$ cat config.mk
export PLATFORM = sky130hd
export DESIGN_NAME = adc_serial_responder
export DESIGN_NICKNAME = d
export VERILOG_FILES = /design/src/rtl/adc_serial_responder.sv
export SDC_FILE = /design/constraint.sdc
export NUM_CORES = 1
export LEC_CHECK = 0
export ABC_AREA = 1
export BUFFER_PORTS_ARGS = -buffer_cell sky130_fd_sc_hd__buf_2
export CAP_MARGIN = 20
export CORE_MARGIN = 4
export CORE_UTILIZATION = 40
export DETAILED_ROUTE_END_ITERATION = 10
export HOLD_SLACK_MARGIN = 0.02
export PLACE_DENSITY_LB_ADDON = 0.1
export SLEW_MARGIN = 20
export SYNTH_ARGS = -nofsm -noshare
export SYNTH_HDL_FRONTEND = slang
export SYNTH_SLANG_ARGS = --single-unit
export TNS_END_PERCENT = 20
$ cat constraint.sdc
create_clock -name clk -period 4.2 [get_ports clk]
set_clock_uncertainty 0.1 [all_clocks]
set_input_delay 0.42 -clock clk [delete_from_list [all_inputs] [get_ports clk]]
set_output_delay 0.42 -clock clk [all_outputs]
set_load 0.005 [all_outputs]
$ cat src/rtl/adc_serial_responder.sv
// Serial ADC stand-in: answers a cs_n/adclk master with a programmed sample, MSB first.
// The link pins are oversampled in the clk domain and every response is registered.
//
// state | meaning
// IDLE  | no frame; data line released
// SHIFT | frame active, sample bits still being delivered
// TAIL  | all DATA_W bits delivered; further adclk rises flag overrun
module adc_serial_responder #(
    parameter int DATA_W      = 8,
    parameter int SYNC_STAGES = 2
) (
    input  logic              clk,
    input  logic              rst,
    input  logic              cs_n,
    input  logic              adclk,
    input  logic [DATA_W-1:0] sample_in,
    output logic              ad_out,
    output logic              ad_oe,
    output logic              busy,
    output logic              frame_done,
    output logic              frame_abort,
    output logic              overrun,
    output logic [15:0]       frame_cnt
);

    localparam int CNT_W = $clog2(DATA_W + 1);
    localparam logic [CNT_W-1:0] CNT_FULL = CNT_W'(DATA_W);
    localparam logic [CNT_W-1:0] CNT_LAST = CNT_W'(DATA_W - 1);

    typedef enum logic [1:0] {
        IDLE  = 2'd0,
        SHIFT = 2'd1,
        TAIL  = 2'd2
    } state_t;

    state_t                 state;
    logic [SYNC_STAGES-1:0] cs_sync;
    logic [SYNC_STAGES-1:0] clk_sync;
    logic                   cs_hist;
    logic                   clk_hist;
    logic [DATA_W-1:0]      shreg;
    logic [CNT_W-1:0]       rise_cnt;

    logic cs_fall;
    logic cs_rise;
    logic clk_rise;
    logic clk_fall;

    always_ff @(posedge clk) begin
        if (rst) begin
            cs_sync  <= '1;
            clk_sync <= '0;
            cs_hist  <= 1'b1;
            clk_hist <= 1'b0;
        end else begin
            cs_sync  <= {cs_sync[SYNC_STAGES-2:0], cs_n};
            clk_sync <= {clk_sync[SYNC_STAGES-2:0], adclk};
            cs_hist  <= cs_sync[SYNC_STAGES-1];
            clk_hist <= clk_sync[SYNC_STAGES-1];
        end
    end

    assign cs_fall  =  cs_hist  & ~cs_sync[SYNC_STAGES-1];
    assign cs_rise  = ~cs_hist  &  cs_sync[SYNC_STAGES-1];
    assign clk_rise = ~clk_hist &  clk_sync[SYNC_STAGES-1];
    assign clk_fall =  clk_hist & ~clk_sync[SYNC_STAGES-1];

    always_ff @(posedge clk) begin
        if (rst) begin
            state       <= IDLE;
            shreg       <= '0;
            rise_cnt    <= '0;
            ad_out      <= 1'b0;
            ad_oe       <= 1'b0;
            busy        <= 1'b0;
            frame_done  <= 1'b0;
            frame_abort <= 1'b0;
            overrun     <= 1'b0;
            frame_cnt   <= '0;
        end else begin
            frame_done  <= 1'b0;
            frame_abort <= 1'b0;
            case (state)
                IDLE: begin
                    if (cs_fall) begin
                        state    <= SHIFT;
                        shreg    <= sample_in;
                        ad_out   <= sample_in[DATA_W-1];
                        ad_oe    <= 1'b1;
                        busy     <= 1'b1;
                        rise_cnt <= '0;
                        overrun  <= 1'b0;
                    end
                end
                SHIFT, TAIL: begin
                    // cs_n rise has priority over any adclk edge in the same cycle
                    if (cs_rise) begin
                        state  <= IDLE;
                        ad_out <= 1'b0;
                        ad_oe  <= 1'b0;
                        busy   <= 1'b0;
                        if (rise_cnt == CNT_FULL) begin
                            frame_done <= 1'b1;
                            frame_cnt  <= frame_cnt + 16'd1;
                        end else begin
                            frame_abort <= 1'b1;
                        end
                    end else if (state == SHIFT) begin
                        if (clk_rise) begin
                            rise_cnt <= rise_cnt + 1'b1;
                            if (rise_cnt == CNT_LAST) begin
                                state  <= TAIL;
                                ad_out <= 1'b0;
                            end
                        end else if (clk_fall && rise_cnt != '0) begin
                            // a fall before the first rise keeps the MSB on the line
                            shreg  <= {shreg[DATA_W-2:0], 1'b0};
                            ad_out <= shreg[DATA_W-2];
                        end
                    end else begin
                        ad_out <= 1'b0;
                        if (clk_rise) begin
                            overrun <= 1'b1;
                        end
                    end
                end
                default: state <= IDLE;
            endcase
        end
    end

endmodule

==> results of run 1 <==
state kept, by name, indices dropped and copies added (netlist names), 2 cells and up:
signal,flops
frame_cnt,16
state,2
cs_sync,2
clk_sync,2
rise_cnt,4
shreg,7
power breakdown:
part           leakage [nW]  switching (mW)  internal (mW)
Combinational         0.642           0.213          0.113
Sequential            0.326          0.0240          0.420
Clock                0.0434           0.137          0.133
Total                  1.01           0.373          0.666
final timing paths:
kind                               endpoint
worst min-delay path             cs_sync[0]
worst max register to register     state[0]
worst min register to register  clk_sync[1]
worst max-delay path               state[0]
placed cells by master, fill, tap and decap left out, drive strengths merged:
master	n
nand2	67
nor2	51
dfxtp	40
buf	33
inv	32
nand3	21
a21oi	17
o21ai	13
nand4	12
ha	8
clkbuf	6
nor3	6
or2	4
nand3b	2
and2	2
xor2	2
nor3b	2
clkinvlp	2
o21a	1
o21bai	1
clkinv	1
worst max-delay path, delay by kind of cell, from the launching register on:
kind / cells / cell delay (ps)
buf+inv: 3 / 470
simple gates: 3 / 260
compound gates: 2 / 500
flops: 1 / 390
fa+ha+maj: 1 / 580
area by class of cell:
class,instances,area (um2),area share (%)
Clock buffer,6,82.58,3.558
Clock inverter,2,15.01,0.6469
Inverter,33,123.9,5.337
Multi-Input combinational cell,209,1050,45.23
Sequential cell,40,800.8,34.50
Tap cell,67,83.83,3.612
Timing Repair Buffer,33,165.2,7.116
cell families after synthesis:
kind of cell               share of synthesized area (%)
xor gates and xnor gates                          0.8654
adders and majority gates                          4.945
buffers and inverters                              8.590
and+or+nand+nor                                    37.33
AOI/OAI and AO/OA                                  8.715
DFF                                                39.56
routing by layer:
| layer | up-vias | part of all wire (%) |
|---|---|---|
| met5 | - | 0 |
| met4 | 0 | 1.2 |
| met3 | 5 | 4.4 |
| met2 | 40 | 47 |
| met1 | 832 | 47 |
| li1 | 993 | - |
stage by stage:
stage	hold WS, ps	utilization (%)
2_1_floorplan	288.3	-
3_3_place_gp	291.4	46.16
3_5_place_dp	295.5	46.16
4_1_cts	202.5	48.18
5_1_grt	199.4	48.18
6_report	220.7	48.18
==> summary.md, run 1 <==
| Metric | Value |
|---|---|
| Syn Area/Cell | `6.957 um2` |
| Synth warn | `0` |
| Slew @ Worst Pin | `685.5 ps` |
| Hold path depth | `2` |
| Synth top area share | `39.56%` |
| Global-route wire length before repair | `7.341 mm` |
| Final setup violation count | `0` |
| Setup bufs post-CTS | `0` |
| Post-synth cell types | `30` |
| Synthesized Nets | `311` |
| Largest cells by area after synthesis | `dfxtp_1 (40%), nand2_1 (12%), nor2_1 (8.9%)` |
| RSZ-0062 raised after global routing | `no` |
| Final Worst Setup Slack | `1806 ps` |
| Worst path slowest cell | `ha_1` |
| Gr usage total | `14.72%` |
| Async S/R FF share, synth | `0%` |
| Placed Cells incl. Taps | `382` |
| TritonRoute pass-1 iters | `4` |
| Routed WL | `4.255 mm` |
| Cell Count, Final, Fillers Out | `390` |
| Port Buf Inserts | `33` |
| Biggest area consumer among synthesized cells | `dfxtp_1` |
| CP cell instances | `inv_1 -> ha_1 -> inv_1 -> a21oi_1 -> o21ai_0 -> nand3_1 -> inv_1 -> nor2_1 -> nor2_1` |
| Nets | `342` |
| P&R area growth vs syn | `14.65%` |
| Flops & latches, synth | `40` |
| Starting DRT DRC Count | `79` |
| Pin count of the biggest net entering global routing | `22` |
| GR Layer Usage met3 | `4.082%` |
| Max_cap viols | `0` |
| Total power | `1.040 mW` |
| Placed Area | `0.002223 mm2` |
| Top cells by count, synth | `nand2_1 (66), nor2_1 (48), dfxtp_1 (40)` |
| Leakage | `1.010 nW` |
| Worst setup EP type | `flip-flop` |
| RD Place Congestion | `0.8146` |
| # IOs | `34` |
| Register-to-Register Path Depth | `9` |
| Crit path DAT | `2480 ps` |
| Total number of vias | `1,870` |
| Period minus WS final | `2394 ps` |
| HP Class | `primary input to flip-flop` |
| # H-tree levels | `2` |
| Total power per unit cell area | `448.0 mW/mm2` |
| Site row count | `25` |
| Routed vias/inst | `4.795` |
| Max_slew headroom | `54.25%` |
| # DRC | `0` |
| Period utilization | `56.99%` |
| Seq/Total Area, Yosys | `39.56%` |
| Place WS | `1819 ps` |
| DRT antenna net count | `0` |
| WL per Instance | `10.91 um` |
| Top-count cell post-synth | `nand2_1` |
| Mapped Area | `0.002024 mm2` |
| Met2 track demand over resource | `25.17%` |
| CP required | `4290 ps` |
| Hold Startpoint | `cs_n` |
| CP most frequent cell | `inv_1` |
| Crit. Startpoint | `state[0]` |
| Number of synthesized flops with an enable pin | `0` |
| Grt met1 use | `17.55%` |
| Busiest grt layer | `met2` |
| Syn Inst Count | `291` |
| Die area | `0.006263 mm2` |
| Share of cells above drive strength 1 | `17.34%` |
| FF-to-FF setup slack | `1810 ps` |
| # fillers | `523` |
| Chip height | `79.14 um` |
| CTS Sinks | `40` |
| TritonCTS Buffers | `5` |
| Hold Vio Cnt, Final | `0` |
| Die width | `79.14 um` |
| Fin. max-slew vios | `0` |
| Vias in the first global route | `1,703` |
| WS Path Type | `flip-flop to flip-flop` |
| Clock-pin slew on the worst setup and hold paths | `80 ps` |
| TritonCTS clock tree | `done` |
| Fin area | `0.002321 mm2` |
| PostCTS Resize Cnt | `0` |
| CP Launch Type | `flip-flop` |
| Crit Path Max Fanout | `14` |
| DP HPWL | `3.154 mm` |
| Worst-skew pair later-pin latency | `290 ps` |
| CP max stage delay | `580 ps` |
| Worst VDD drop | `173.1 uV` |
| Initial antenna violation count | `0` |
| Starting density of the core | `42.03%` |
| Core area | `0.004817 mm2` |
| Outcome | `completed` |
| FF-to-FF Start | `state[0]` |
| Most used DFF post-synth | `dfxtp_1` |
| Clock Root Buffer | `clkbuf_8` |
| Fmax | `0.4178 GHz` |
| Remaining Overflow, GRT | `0` |
| Hold-fix buffers, CTS | `0` |
| # diodes | `0` |
| Clock tree buffer depth | `2` |
| TNS Setup | `0 ps` |
(Power assumes the default switching activity.)
==> inputs of run 2 (changes only) <==
clock period = 2.2 ns   (was 4.2 ns; I/O delays follow)
==> run 2 against run 1 <==
Net effect:
- count of clock-buffer cells in the layout is the same
- largest power group unchanged
- via count down 0.59%
- critical endpoint is now shreg[1]
- maximum frequency up 17%
- register-to-register slack lost 1700 ps
==> summary.md, run 2 (synthesis gave the netlist of run 1 again) <==
| Metric | Value |
|---|---|
| Max_cap viols | `0` |
| Worst VDD drop | `306.7 uV` |
| P&R area growth vs syn | `17.12%` |
| Commonest non-fill, non-tap cells in the layout | `nand2_1 (66), nor2_1 (48), dfxtp_1 (40)` |
| Crit Path Max Fanout | `8` |
| Pin count of the biggest net entering global routing | `22` |
| Clock Root Buffer | `clkbuf_8` |
| Clock tree buffer depth | `2` |
| Initial antenna violation count | `0` |
| Site row count | `25` |
| Worst path slowest cell | `dfxtp_1` |
| Die width | `79.14 um` |
| Finished Core Util | `49.22%` |
| HP Class | `primary input to flip-flop` |
| Total number of vias | `1,859` |
| Fin. max-slew vios | `0` |
| Final Worst Setup Slack | `148.8 ps` |
| Remaining Overflow, GRT | `0` |
| TNS Setup | `0 ps` |
| Period utilization | `93.24%` |
| CP required | `2340 ps` |
| TritonCTS clock tree | `done` |
| Leakage | `1.039 nW` |
| # IOs | `34` |
| Chip height | `79.14 um` |
| CP cell instances | `inv_1 -> ha_1 -> buf_4 -> nand3_1 -> nand3b_1 -> nor2_4 -> and2_1 -> nor2_1 -> nor2_1` |
| Period minus WS final | `2051 ps` |
| CP most frequent cell | `nor2_1` |
| Starting density of the core | `42.03%` |
| Gr usage total | `14.31%` |
| Routed WL | `4.250 mm` |
| Most common cell after layout, fill and taps aside | `nand2_1` |
| GR Layer Usage met3 | `3.968%` |
| CP max stage delay | `400 ps` |
| Max_slew headroom | `61.47%` |
| Top reg by flops | `frame_cnt` |
| Starting DRT DRC Count | `102` |
| RD Place Congestion | `0.8251` |
| Routed vias/inst | `4.694` |
| Outcome | `completed` |
| Biggest regs | `frame_cnt: 16 flops, shreg: 7 flops, rise_cnt: 4 flops` |
| PostCTS Resize Cnt | `0` |
| Total power per unit cell area | `861.0 mW/mm2` |
| Global-route wire length before repair | `7.169 mm` |
| Core area | `0.004817 mm2` |
| # H-tree levels | `2` |
| Grt met1 use | `17.67%` |
| TritonRoute pass-1 iters | `4` |
| Fmax | `0.4875 GHz` |
| DP HPWL | `3.169 mm` |
| Vias in the first global route | `1,647` |
| Clock-pin slew on the worst setup and hold paths | `80 ps` |
| TritonCTS Buffers | `5` |
| # DRC | `0` |
| Hold Vio Cnt, Final | `0` |
| Share of cells above drive strength 1 | `18.24%` |
| CP Launch Type | `flip-flop` |
| Slew @ Worst Pin | `577.3 ps` |
| Busiest grt layer | `met2` |
| CTS Sinks | `40` |
| Largest register FFs | `16` |
| DRT antenna net count | `0` |
| Worst setup EP type | `flip-flop` |
| Crit path DAT | `2190 ps` |
| Place WS | `185.7 ps` |
| RSZ-0062 raised after global routing | `no` |
| # fillers | `523` |
| WL per Instance | `10.73 um` |
| Final setup violation count | `0` |
| WS Path Type | `flip-flop to flip-flop` |
| Worst-skew pair later-pin latency | `300 ps` |
| Nets | `348` |
| # diodes | `0` |
| Port Buf Inserts | `33` |
| Met2 track demand over resource | `23.99%` |
| Die area | `0.006263 mm2` |
==> run 2: cell types whose count changed in the layout (fill, tap and decap cells not counted), sizes merged <==
| cell | change |
|---|---|
| buf | +4 |
| dlygate4sd3 | +2 |
==> run 2: final timing paths <==
check | startpoint | to | slack [ps] | depth (start not counted)
max reg2reg | state[0] | shreg[1] | 150 | 9
min | sample_in[7] | ad_out | 150 | 5
max | state[0] | shreg[1] | 150 | 9
min reg2reg | clk_sync[0] | clk_sync[1] | 310 | 2
==> run 2: through the flow <==
step | instance area (um2) | hold slack [ps] | instances | total power, mW
after global routing | 2371 | 179.4 | 396 | 2.187
after CTS | 2371 | 152.1 | 396 | 2.059
final | 2371 | 150.3 | 396 | 2.042
after detailed placement | 2253 | 293.2 | 386 | 1.523
after global placement | 2253 | 294.2 | 386 | 1.526
after floorplan | 2024 | 223.8 | 291 | 1.367
==> run 2: final cells by class <==
class	instances	area [um2]	area share, %
clock buffers	6	82.58	3.483
clock inverters	2	15.01	0.6332
inverters	33	123.9	5.224
multi-input cells	209	1050	44.27
flip-flops and latches	40	800.8	33.77
well taps	67	83.83	3.536
repair buffers	39	215.2	9.077
==> run 2: critical path: cells and delay by family (launching register included) <==
family	cells	cell delay, ps
AND/OR/NAND/NOR	6	860
buffers and inverters	2	270
adder cells (fa/ha/maj)	1	350
flip-flops	1	400
==> run 2: where the power goes <==
part	total [mW]	switching (mW)	internal [mW]
clock	0.530	0.276	0.254
sequential	0.847	0.0456	0.802
combinational	0.664	0.413	0.251
==> run 2: per-layer routing <==
metal,up-vias,wire length (um)
li1,1000,-
met1,828,2064
met2,27,1995
met3,4,154
met4,0,36
met5,-,0
==> run 2: repair_timing <==
action | CTS | global route
setup buffers | 0 | 0
hold buffers | 2 | 0
endpoints found under the hold margin | 2 | 0
endpoints found under the setup margin | 0 | 0
==> inputs of run 3 (changes only) <==
GPL_TIMING_DRIVEN = 0   (was default)
SETUP_SLACK_MARGIN = 0.2   (was default)
==> run 3 against run 2 <==
Net effect:
- global-route usage grew 0.40 points
- sequential power about the same
- worst hold slack worse by 120 ps
- sequential cell count stayed put
- count of clock-buffer cells in the layout up 2
- critical path type unchanged
==> summary.md, run 3 (synthesis gave the netlist of run 1 again) <==
| Metric | Value |
|---|---|
| Clock-pin slew on the worst setup and hold paths | `70 ps` |
| Pin count of the biggest net entering global routing | `12` |
| Max_slew headroom | `64.94%` |
| CP max stage delay | `390 ps` |
| # H-tree levels | `2` |
| Clock power frac | `24.8%` |
| Remaining Overflow, GRT | `0` |
| Total power per unit cell area | `858.4 mW/mm2` |
| Commonest non-fill, non-tap cells in the layout | `nand2_1 (66), nor2_1 (45), dfxtp_1 (40)` |
| Port Buf Inserts | `33` |
| Starting density of the core | `42.03%` |
| Crit Path Max Fanout | `10` |
| Leakage | `1.047 nW` |
| WL per Instance | `10.85 um` |
| Final setup violation count | `0` |
| Combinational power share | `34.1%` |
| Chip height | `79.14 um` |
| Share of cells above drive strength 1 | `19.22%` |
| CP Launch Type | `flip-flop` |
| CP cell instances | `inv_1 -> ha_4 -> nand3_2 -> nor2_4 -> buf_6 -> nand4_1 -> o21ai_1 -> nor2_1` |
| Clock Root Buffer | `clkbuf_8` |
| RD Place Congestion | `0.8400` |
| P&R area growth vs syn | `18.60%` |
| Routed WL | `4.339 mm` |
| Share of power burned in registers | `41.1%` |
| # DRC | `0` |
| Place WS | `267.8 ps` |
| Most common cell after layout, fill and taps aside | `nand2_1` |
| Sw frac | `35.47%` |
| Period utilization | `84.35%` |
| Routed vias/inst | `4.745` |
| Die area | `0.006263 mm2` |
| Period minus WS final | `1856 ps` |
| DRT antenna net count | `0` |
| Vias in the first global route | `1,753` |
| Starting DRT DRC Count | `52` |
| Slew @ Worst Pin | `525.9 ps` |
| RSZ-0062 raised after global routing | `no` |
| TritonCTS Buffers | `5` |
| Largest register FFs | `16` |
| TNS Setup | `0 ps` |
| Hold Vio Cnt, Final | `0` |
| Hold path depth | `3` |
| HP Class | `primary input to flip-flop` |
| Worst path slowest cell | `dfxtp_1` |
| Fin. max-slew vios | `0` |
| Global-route wire length before repair | `7.307 mm` |
| Clock tree buffer depth | `2` |
| Core area | `0.004817 mm2` |
| Gr usage total | `14.70%` |
| Initial antenna violation count | `0` |
| Register-to-Register Path Depth | `8` |
| Finished Core Util | `49.84%` |
| Final Worst Setup Slack | `344.4 ps` |
| DP HPWL | `3.224 mm` |
| Worst VDD drop | `329.4 uV` |
| CTS Sinks | `40` |
| Worst-skew pair later-pin latency | `300 ps` |
| Fmax | `0.5389 GHz` |
| WS Path Type | `flip-flop to flip-flop` |
| # IOs | `34` |
| Hold_ws | `26.67 ps` |
| Crit path DAT | `1950 ps` |
| Worst setup EP type | `flip-flop` |
| Nets | `352` |
| CP required | `2290 ps` |
| Site row count | `25` |
| Die width | `79.14 um` |
| Cell-internal power | `1.330 mW` |
| Max_cap viols | `0` |
| # diodes | `0` |
| TritonCTS clock tree | `done` |
| Top reg by flops | `frame_cnt` |
| Total number of vias | `1,898` |
| TritonRoute pass-1 iters | `5` |
| Outcome | `completed` |
| Sw Pwr | `0.7311 mW` |
| Biggest regs | `frame_cnt: 16 flops, shreg: 7 flops, rise_cnt: 4 flops` |
[run 3: power by group through the flow]
stage / logic [mW] / registers (mW) / clock network [mW]
after floorplan: 0.509 / 0.859 / 0
after global placement: 0.662 / 0.864 / 0
after detailed placement: 0.658 / 0.865 / 0
after CTS: 0.663 / 0.848 / 0.525
after global routing: 0.808 / 0.859 / 0.550
final: 0.702 / 0.847 / 0.511
[run 3: path summary, 6_finish.rpt]
path | endpoint | start | slack (ps)
setup / recovery | frame_cnt[14] | state[0] | 340
hold / removal | clk_sync[0] | adclk | 30
setup reg to reg | frame_cnt[14] | state[0] | 340
hold reg to reg | clk_sync[1] | clk_sync[0] | 300
[run 3: metal layers]
metal  part of all wire [%]  GRT usage, %
met5                      0             0
met4                    2.1         7.560
met3                    4.1         3.741
met2                     46         25.59
met1                     47         16.46
[run 3: final cells by class]
class / instances / area (um2)
plain buffers: 9 / 53.80
clock buffers: 8 / 90.09
fillers: 526 / 2416
inverters: 33 / 123.9
multi-input cells: 209 / 1074
flip-flops and latches: 40 / 800.8
well taps: 67 / 83.83
repair buffers: 34 / 175.2
[run 3: repair_timing]
item                                    4_1_cts  5_1_grt
hold buffers                                  1        0
endpoints found under the hold margin         1        0
buffers inserted                              0        0
endpoints found under the setup margin        0       21
gates resized for setup                       0        8
[run 3: critical path: cells and delay by family (launching register included)]
kind	cells	cell delay (ps)
flops	1	390
fa+ha+maj	1	300
simple gates	4	520
buf+inv	2	290
compound gates	1	150
[run 3: per-stage QoR]
stage	power, mW	cells	area [um2]
after global routing	2.218	400	2401
after floorplan	1.367	291	2024
after CTS	2.036	400	2374
after global placement	1.525	391	2273
after detailed placement	1.523	391	2273
final	2.061	400	2401
